--- config.mk ---
export PLATFORM = sky130hd
export DESIGN_NAME = servo_cmd_sequencer
export DESIGN_NICKNAME = d
export VERILOG_FILES = /design/src/rtl/servo_cmd_sequencer.sv
export SDC_FILE = /design/constraint.sdc
export NUM_CORES = 1
export LEC_CHECK = 0
export CAP_MARGIN = 10
export CELL_PAD_IN_SITES_DETAIL_PLACEMENT = 0
export CELL_PAD_IN_SITES_GLOBAL_PLACEMENT = 2
export CORE_MARGIN = 4
export CORE_UTILIZATION = 40
export CTS_CLUSTER_SIZE = 10
export DETAILED_ROUTE_END_ITERATION = 10
export HOLD_SLACK_MARGIN = 0.15
export PLACE_DENSITY = 0.8
export SKIP_LAST_GASP = 1
export SLEW_MARGIN = 30
export SYNTH_ARGS = -nofsm -noshare
export SYNTH_HDL_FRONTEND = slang
export SYNTH_SLANG_ARGS = --single-unit
--- constraint.sdc ---
create_clock -name clock -period 5.2 [get_ports clock]
set_input_delay 1.3 -clock clock [delete_from_list [all_inputs] [get_ports clock]]
set_output_delay 1.3 -clock clock [all_outputs]
set_load 0.02 [all_outputs]
--- src/rtl/servo_cmd_sequencer.sv ---
// Servo command sequencer: debounced key capture into per-channel targets, slewed positions
// emitted round-robin once per frame. Define SERVO_SEQ_SLEW_BYPASS_EN to jump straight to target.
module servo_cmd_sequencer #(
  parameter int CLK_FREQ        = 50000000,
  parameter int UPDATE_HZ       = 50,
  parameter int DEBOUNCE_CYCLES = 500000,
  parameter int STEP            = 4,
  parameter int RESET_POS       = 128,
  parameter int DUTY_MIN        = 25,
  parameter int DUTY_MAX        = 230
) (
  input  logic       clock,
  input  logic       reset,
  input  logic       key_load,
  input  logic [1:0] switch_address,
  input  logic [7:0] switch_duty_cycle,
  output logic [1:0] servo_address,
  output logic [7:0] duty_cycle,
  output logic       load,
  output logic       busy
);

  localparam int TICK_PERIOD = CLK_FREQ / UPDATE_HZ;
  localparam int TICK_W      = $clog2(TICK_PERIOD);
  localparam int DB_W        = $clog2(DEBOUNCE_CYCLES + 1);

  localparam logic [TICK_W-1:0] TICK_LAST  = TICK_W'(TICK_PERIOD - 1);
  localparam logic [DB_W-1:0]   DB_LAST    = DB_W'(DEBOUNCE_CYCLES - 1);
  localparam logic [7:0]        RESET_DUTY = 8'(RESET_POS);
  localparam logic [7:0]        DMIN8      = 8'(DUTY_MIN);
  localparam logic [7:0]        DMAX8      = 8'(DUTY_MAX);
  localparam logic [7:0]        STEP8      = 8'(STEP);
  localparam logic signed [8:0] STEP_S     = 9'(STEP);

  localparam logic [1:0] ST_IDLE   = 2'd0;
  localparam logic [1:0] ST_SETUP  = 2'd1;
  localparam logic [1:0] ST_STROBE = 2'd2;

  function automatic logic [7:0] clamp_duty(input logic [7:0] d);
    if (d < DMIN8)      return DMIN8;
    else if (d > DMAX8) return DMAX8;
    else                return d;
  endfunction

  // 9-bit signed difference so the step never overshoots or wraps past 0/255.
  function automatic logic [7:0] slew(input logic [7:0] pos, input logic [7:0] tgt);
    logic signed [8:0] diff;
    diff = $signed({1'b0, tgt}) - $signed({1'b0, pos});
    if (diff > STEP_S)       return pos + STEP8;
    else if (diff < -STEP_S) return pos - STEP8;
    else                     return tgt;
  endfunction

  logic              key_sync_p0, key_sync_p1, key_db;
  logic [DB_W-1:0]   db_cnt;
  logic              db_flip, press;
  logic [TICK_W-1:0] tick_cnt;
  logic              tick;
  logic [7:0]        pos [0:3];
  logic [7:0]        tgt [0:3];
  logic [7:0]        next_pos;
  logic [1:0]        state, ch;
  logic              pending;

  // Key synchronizer stage
  always_ff @(posedge clock or negedge reset) begin
    if (!reset) begin
      key_sync_p0 <= 1'b1;
      key_sync_p1 <= 1'b1;
    end else begin
      key_sync_p0 <= key_load;
      key_sync_p1 <= key_sync_p0;
    end
  end

  assign db_flip = (key_sync_p1 != key_db) && (db_cnt == DB_LAST);
  assign press   = db_flip && !key_sync_p1;

  // Debounce stage: the level flips only after a full run of differing samples
  always_ff @(posedge clock or negedge reset) begin
    if (!reset) begin
      key_db <= 1'b1;
      db_cnt <= '0;
    end else if (key_sync_p1 == key_db) begin
      db_cnt <= '0;
    end else if (db_flip) begin
      key_db <= key_sync_p1;
      db_cnt <= '0;
    end else begin
      db_cnt <= db_cnt + DB_W'(1);
    end
  end

  always_ff @(posedge clock or negedge reset) begin
    if (!reset) begin
      for (int i = 0; i < 4; i++) tgt[i] <= RESET_DUTY;
    end else if (press) begin
      tgt[switch_address] <= clamp_duty(switch_duty_cycle);
    end
  end

  assign tick = (tick_cnt == TICK_LAST);

  always_ff @(posedge clock or negedge reset) begin
    if (!reset) tick_cnt <= '0;
    else        tick_cnt <= tick ? '0 : tick_cnt + TICK_W'(1);
  end

  always_comb begin
`ifdef SERVO_SEQ_SLEW_BYPASS_EN
    next_pos = tgt[ch];
`else
    next_pos = slew(pos[ch], tgt[ch]);
`endif
  end

  // Frame scan: SETUP/STROBE pair per channel, load high only in STROBE
  always_ff @(posedge clock or negedge reset) begin
    if (!reset) begin
      state         <= ST_IDLE;
      ch            <= 2'd0;
      pending       <= 1'b0;
      busy          <= 1'b0;
      load          <= 1'b0;
      servo_address <= 2'd0;
      duty_cycle    <= RESET_DUTY;
      for (int i = 0; i < 4; i++) pos[i] <= RESET_DUTY;
    end else begin
      load <= 1'b0;
      if (tick && state != ST_IDLE) pending <= 1'b1;
      case (state)
        ST_IDLE: begin
          if (tick || pending) begin
            state   <= ST_SETUP;
            ch      <= 2'd0;
            busy    <= 1'b1;
            pending <= 1'b0;
          end
        end
        ST_SETUP: begin
          pos[ch]       <= next_pos;
          servo_address <= ch;
          duty_cycle    <= next_pos;
          load          <= 1'b1;
          state         <= ST_STROBE;
        end
        ST_STROBE: begin
          if (ch == 2'd3) begin
            state <= ST_IDLE;
            busy  <= 1'b0;
          end else begin
            ch    <= ch + 2'd1;
            state <= ST_SETUP;
          end
        end
        default: state <= ST_IDLE;
      endcase
    end
  end

endmodule

# Word-level counts from Yosys, hierarchy flattened
# Cells that the tools add are included.
[totals]
regBits = 123
inputBits = 13
output_inout_bits = 12
[op_classes]
add_sub_neg = 6
magnitude_cmp = 8
eq_ne = 10
muxes = 33
bitwise = 3
reduce_logical = 13
[op_table]
columns = ["cell", "n"]
rows = [
  ["two-way mux 8 bit", 11],
  ["bitwise mux 32 bit", 2],
  ["two-way mux 19 bit", 2],
  ["binary-select mux 8 bit (select 2 bit)", 2],
  ["demux 8 bit (select 2 bit)", 2],
  ["adder 20 x 1 -> 20 bit, second input constant", 1],
  ["equality test 20 bit, second input constant", 1],
  ["two-way mux 20 bit", 1],
  ["adder 19 x 1 -> 19 bit, second input constant", 1],
  ["equality test 19 bit, second input constant", 1],
  ["greater-than comparator 9 x 4 -> 1 bit, second input constant", 1],
  ["< comparator 9 x 3 -> 1 bit, second input constant", 1],
  ["subtractor 8 x 8 -> 9 bit", 1],
  ["adder 8 x 3 -> 8 bit, second input constant", 1],
  ["greater-than comparator 8 bit, second input constant", 1],
  ["< comparator 8 x 5 -> 1 bit, second input constant", 1],
  ["subtractor 8 x 3 -> 8 bit, second input constant", 1],
  ["two-way mux 1 bit", 7],
  [">= comparator 3 bit, second input constant", 2],
  ["< comparator 3 x 1 -> 1 bit, second input constant", 2],
  ["two-way mux 2 bit", 3],
  ["!= test 2 bit, second input constant", 3],
  ["NOT 2 -> 3 bit", 2],
  ["one-hot mux 2 bit (3 select lines)", 1],
  ["other kinds (15)", 22],
]

# Logic depth before layout (Yosys ltp)
[depth]
ltp_word = 9
depth_mapped = 15

# Worst setup path before layout
# Ideal clock, no wire load.
[synth_path]
kind = "register to register"
startpoint = "register ch[0]"
endpoint = "register duty_cycle[5]"
t_arrival_ps = 4266
required_time_ps = 5065
setup_slack_ps = 799
stages_incl_launch_ff = 16
n_path_buf = 2
period_less_slack_ps = 4401
cell_sequence = "dfrtp_1 > buf_2 > buf_1 > mux4_2 > inv_1 > ha_1 > inv_1 > fa_1 > a21o_1 > a221oi_2 > xnor2_1 > o211ai_1 > nor4_2 > nor3_1 > nor4b_4 > a21oi_1"
[synth_between]
elab_chain_cells = 8
word_cells_on_any_way = 14
cone_classes = "add/sub (3); order compare (2); mux (8); bitwise (1)"
[synth_rtl]
columns = ["item", "line", "rtl"]
rows = [
  ["start: declaration", "62", "logic [1:0] state, ch;"],
  ["start signal: assignment", "152", "ch <= ch + 2'd1;"],
  ["NOT 2 -> 3 bit (not written as such) *", "113", "next_pos = slew(pos[ch], tgt[ch]);"],
  ["binary-select mux 8 bit (select 2 bit)", "113", ""],
  ["two-way mux 8 bit (not written as such) (2 in a row)", "113", ""],
  ["subtractor 8 x 8 -> 9 bit", "48", "diff = $signed({1'b0, tgt}) - $signed({1'b0, pos});"],
  ["< comparator 9 x 3 -> 1 bit", "50", "else if (diff < -STEP_S) return pos - STEP8;"],
  ["two-way mux 8 bit", "50", ""],
  ["two-way mux 8 bit *", "49", "if (diff > STEP_S) return pos + STEP8;"],
  ["end signal: assignment", "143", "duty_cycle <= next_pos;"],
  ["end: declaration", "18", "output logic [7:0] duty_cycle,"],
]
# Every way passes the cells marked *; elsewhere a longest branch is shown, timed or not. The select of a mux whose other input is x is not followed.
# A chain may end at the register's enable or synchronous reset.

# Worst setup path after layout
[layout_path]
startpoint = "register ch[0]"
endpoint = "register pos[29] (netlist name)"
[layout_between]
elab_chain_cells = 9
word_cells_on_any_way = 20
cone_classes = "add/sub (3); order compare (4); mux (11); bitwise (1); reduce/logical (1)"
[layout_rtl]
columns = ["item", "line", "rtl"]
rows = [
  ["NOT 2 -> 3 bit (not written as such) *", "113, 141", ""],
  ["binary-select mux 8 bit (select 2 bit)", "113", ""],
  ["two-way mux 8 bit (not written as such) (2 in a row)", "113", ""],
  ["subtractor 8 x 8 -> 9 bit", "48", ""],
  ["< comparator 9 x 3 -> 1 bit", "50", ""],
  ["two-way mux 8 bit", "50", ""],
  ["two-way mux 8 bit", "49", ""],
  ["bitwise mux 32 bit *", "141", "pos[ch] <= next_pos;"],
  ["end signal: indexed assignment", "141", ""],
  ["end: declaration", "59", "logic [7:0] pos [0:3];"],
]
# Marks and branches as above.

==> flow_summary.toml <==
[timing]
rsz0062_at_grt = "no"
fin_hold_ws_ps = 354
finalHoldViolCount = 0
fin_crit_sh_pct = 85.0
clock_skew_ps = 9.37
clock.fmax_mhz = 226
fin_crit_ps = 4420
relSlewSlack_pct = 47.1
setup_viol = 0
worst_pin_slew_ps = 791
drv_slew = 0
tns_ps = 0

[final_layout]
multiInputGateArea_mm2 = 0.00297
instances_no_fill = 837
nNetsFinal = 666
area_delta_synth_final_pct = 15.7
antenna_cells = 0
stdcell_area_mm2 = 0.00719
n_fill_cell = 1437
drive_above_1_share_pct = 12.8
ff_latch_area_mm2 = 0.00309

[route]
vias = 4515
drtAntennaViolNets = 0
drtIter0Drc = 228
wl_mm = 13.2
wl_per_cell_um = 15.7
via_per_inst = 5.39
firstDrtPassIters = 6
drcViolationCount = 0

[setup_path]
reg2reg_from = "ch[0]$_DFFE_PN0P_"
arrival_ps = 4690
startpoint = "ch[0]$_DFFE_PN0P_"
worst_setup_path_end_kind = "flip-flop"
r2r_slack_ps = 780
cp_max_fo = 10
start_kind = "flip-flop"
crit_type = "reg2reg"
required_ps = 5470

[global_routing]
overflow = 0
grt_usage_pct = 15.7
grt_pass1_wl_mm = 22.3
grt_pass1_vias = 4400
antenna_found_initial = 0
grt_max_degree = 69

[place]
gp_congestion = 0.881
dpl.cell_count = 805
io_buffers = 24
placed_cell_area_mm2 = 0.00665
place_hpwl_mm = 9.41

[power]
cellLeakagePower_nw = 3.11
vdd_drop_max_uv = 221
power_mw = 2.09
pwr_density_cell_mw_per_mm2 = 291

[logic_synthesis]
synth_nets = 638
ys.flop_type = "dfrtp_1"
syn_area_per_cell_um2 = 10.2
seq_area_frac_synth_pct = 49.8
synthTopCellsByArea = "dfrtp_1 (45%), mux4_2 (5.8%), dfstp_2 (5.1%)"
synthArstFlopShare_pct = 100
synth_cells = 608
yosysTopAreaCell = "dfrtp_1"
synth_cell_types = 57
synth-edff-count = 0
synth_top_area_share_pct = 44.7
ys_seq_elements = 123
syn_area_mm2 = 0.00622
yosys_warnings = 0

[clocking]
clkTransAtPathRegs_ps = 50
clock_sinks = 123
numCtsBuffers = 17
htreeDepth = 4
clock_latency_ps = 410
ctsHoldBuffers = 0
cts_tree = "yes"
clockBufferDepth = 2
ctsResizeCount = 0
cts_setup_buffers = 0
clock_tree.root_cell = "clkbuf_16"

[floorplan]
initial_core_util_pct = 40.9
fp.dieW_um = 133
die_area_mm2 = 0.0176
row_count = 45
core_area_mm2 = 0.0152
die_h_um = 133
ios = 25

[hold_path]
min_from = "key_sync_p0$_DFF_PN1_"
min_path_type = "reg2reg"

[run_status]
outcome = "finished, final reports clean"

[job]
drv_cap = 0
==> where the power goes <==
group | internal [mW] | leakage, nW | switching (mW)
logic | 0.0136 | 1.18 | 0.0312
clock network | 0.694 | 0.264 | 0.388
registers | 0.962 | 1.66 | 0.00225
==> synth_stat cells, types with 4 or more instances <==
| cell | n |
|---|---|
| xnor2_1 | 18 |
| a21oi_1 | 23 |
| clkbuf_1 | 16 |
| xor2_1 | 19 |
| nand2_1 | 80 |
| and3_1 | 6 |
| a21o_1 | 4 |
| dfrtp_1 | 111 |
| ha_1 | 16 |
| nand4_1 | 8 |
| mux2_2 | 15 |
| dfstp_2 | 12 |
| inv_1 | 20 |
| nor3_1 | 11 |
| nand2b_1 | 8 |
| nor2b_1 | 5 |
| nand3_1 | 24 |
| o31ai_1 | 4 |
| and2_1 | 6 |
| nor2_1 | 68 |
| o21ai_1 | 5 |
| o21ai_0 | 59 |
| mux4_2 | 16 |
==> state kept, by name, summed over array words and instances, names as in the netlist, 2 cells and up <==
signal and flops:
servo_address 2, state 2, db_cnt 19, duty_cycle 8
tick_cnt 20, tgt 32, pos 32, ch 2
==> layout by cell type (no fill, tap or decap), types with 4 or more instances in the layout <==
cell,instances
dfrtp_1,111
nand2_1,80
nor2_1,68
o21ai_0,59
nand3_1,24
a21oi_1,23
clkdlybuf4s50_1,23
inv_1,20
xor2_1,19
xnor2_1,18
clkbuf_16,17
mux4_2,16
ha_1,16
mux2_2,15
dfstp_2,12
nor3_1,11
clkbuf_1,9
nand2b_1,8
nand4_1,8
and3_1,6
and2_1,6
nor2b_1,5
o21ai_1,5
buf_4,5
o31ai_1,4
a21o_1,4
==> final timing paths <==
kind	endpoint	cells after the start
min in group asynchronous	tgt[3]$_DFFE_PN0P_	1
min	key_sync_p1$_DFF_PN1_	0
max	pos[29]$_DFFE_PN0P_	11
min reg2reg	key_sync_p1$_DFF_PN1_	0
max reg2reg	pos[29]$_DFFE_PN0P_	11
max in group asynchronous	pos[15]$_DFFE_PN1P_	2
==> layer usage <==
layer  part of all wire, %  global-route usage (%)
met2                    48                    24.8
met4                   1.6                    5.77
met1                    48                    21.1
met3                   3.3                    4.07
met5                     0                       0
==> cell families after synthesis <==
logic type | Yosys count | synth area share (%)
buffers and inverters | 40 | 2.48
adders and majority gates | 17 | 3.54
xor gates and xnor gates | 37 | 5.21
muxes | 34 | 9.00
DFF | 123 | 49.8
and+or+nand+nor | 239 | 18.5
AOI/OAI and AO/OA | 118 | 11.6
==> worst max-delay path, cell delays in order, from the launching register on <==
cell	delay (ps)
dfrtp_1	610
buf_4	320
mux4_2	590
ha_1	440
a21o_1	240
a221oi_2	370
xnor2_1	200
o211ai_1	200
nor4_2	580
nor3_1	180
nor4b_4	420
a21oi_1	120
==> stage by stage <==
stage | setup slack [ps] | util (%)
after floorplan | 799 | -
after global placement | 868 | 43.7
after detailed placement | 801 | 43.7
after CTS | 791 | 47.3
after global routing | 405 | 47.3
final | 782 | 47.3
==> area by class of cell <==
| cell class | count | area share [%] |
|---|---|---|
| Sequential cell | 123 | 43.0 |
| Multi-Input combinational cell | 445 | 41.3 |
| Clock buffer | 29 | 6.96 |
| Timing Repair Buffer | 29 | 3.88 |
| Tap cell | 188 | 3.27 |
| Inverter | 20 | 1.04 |
| Clock inverter | 3 | 0.557 |
Power figures use the tool's default switching activity.
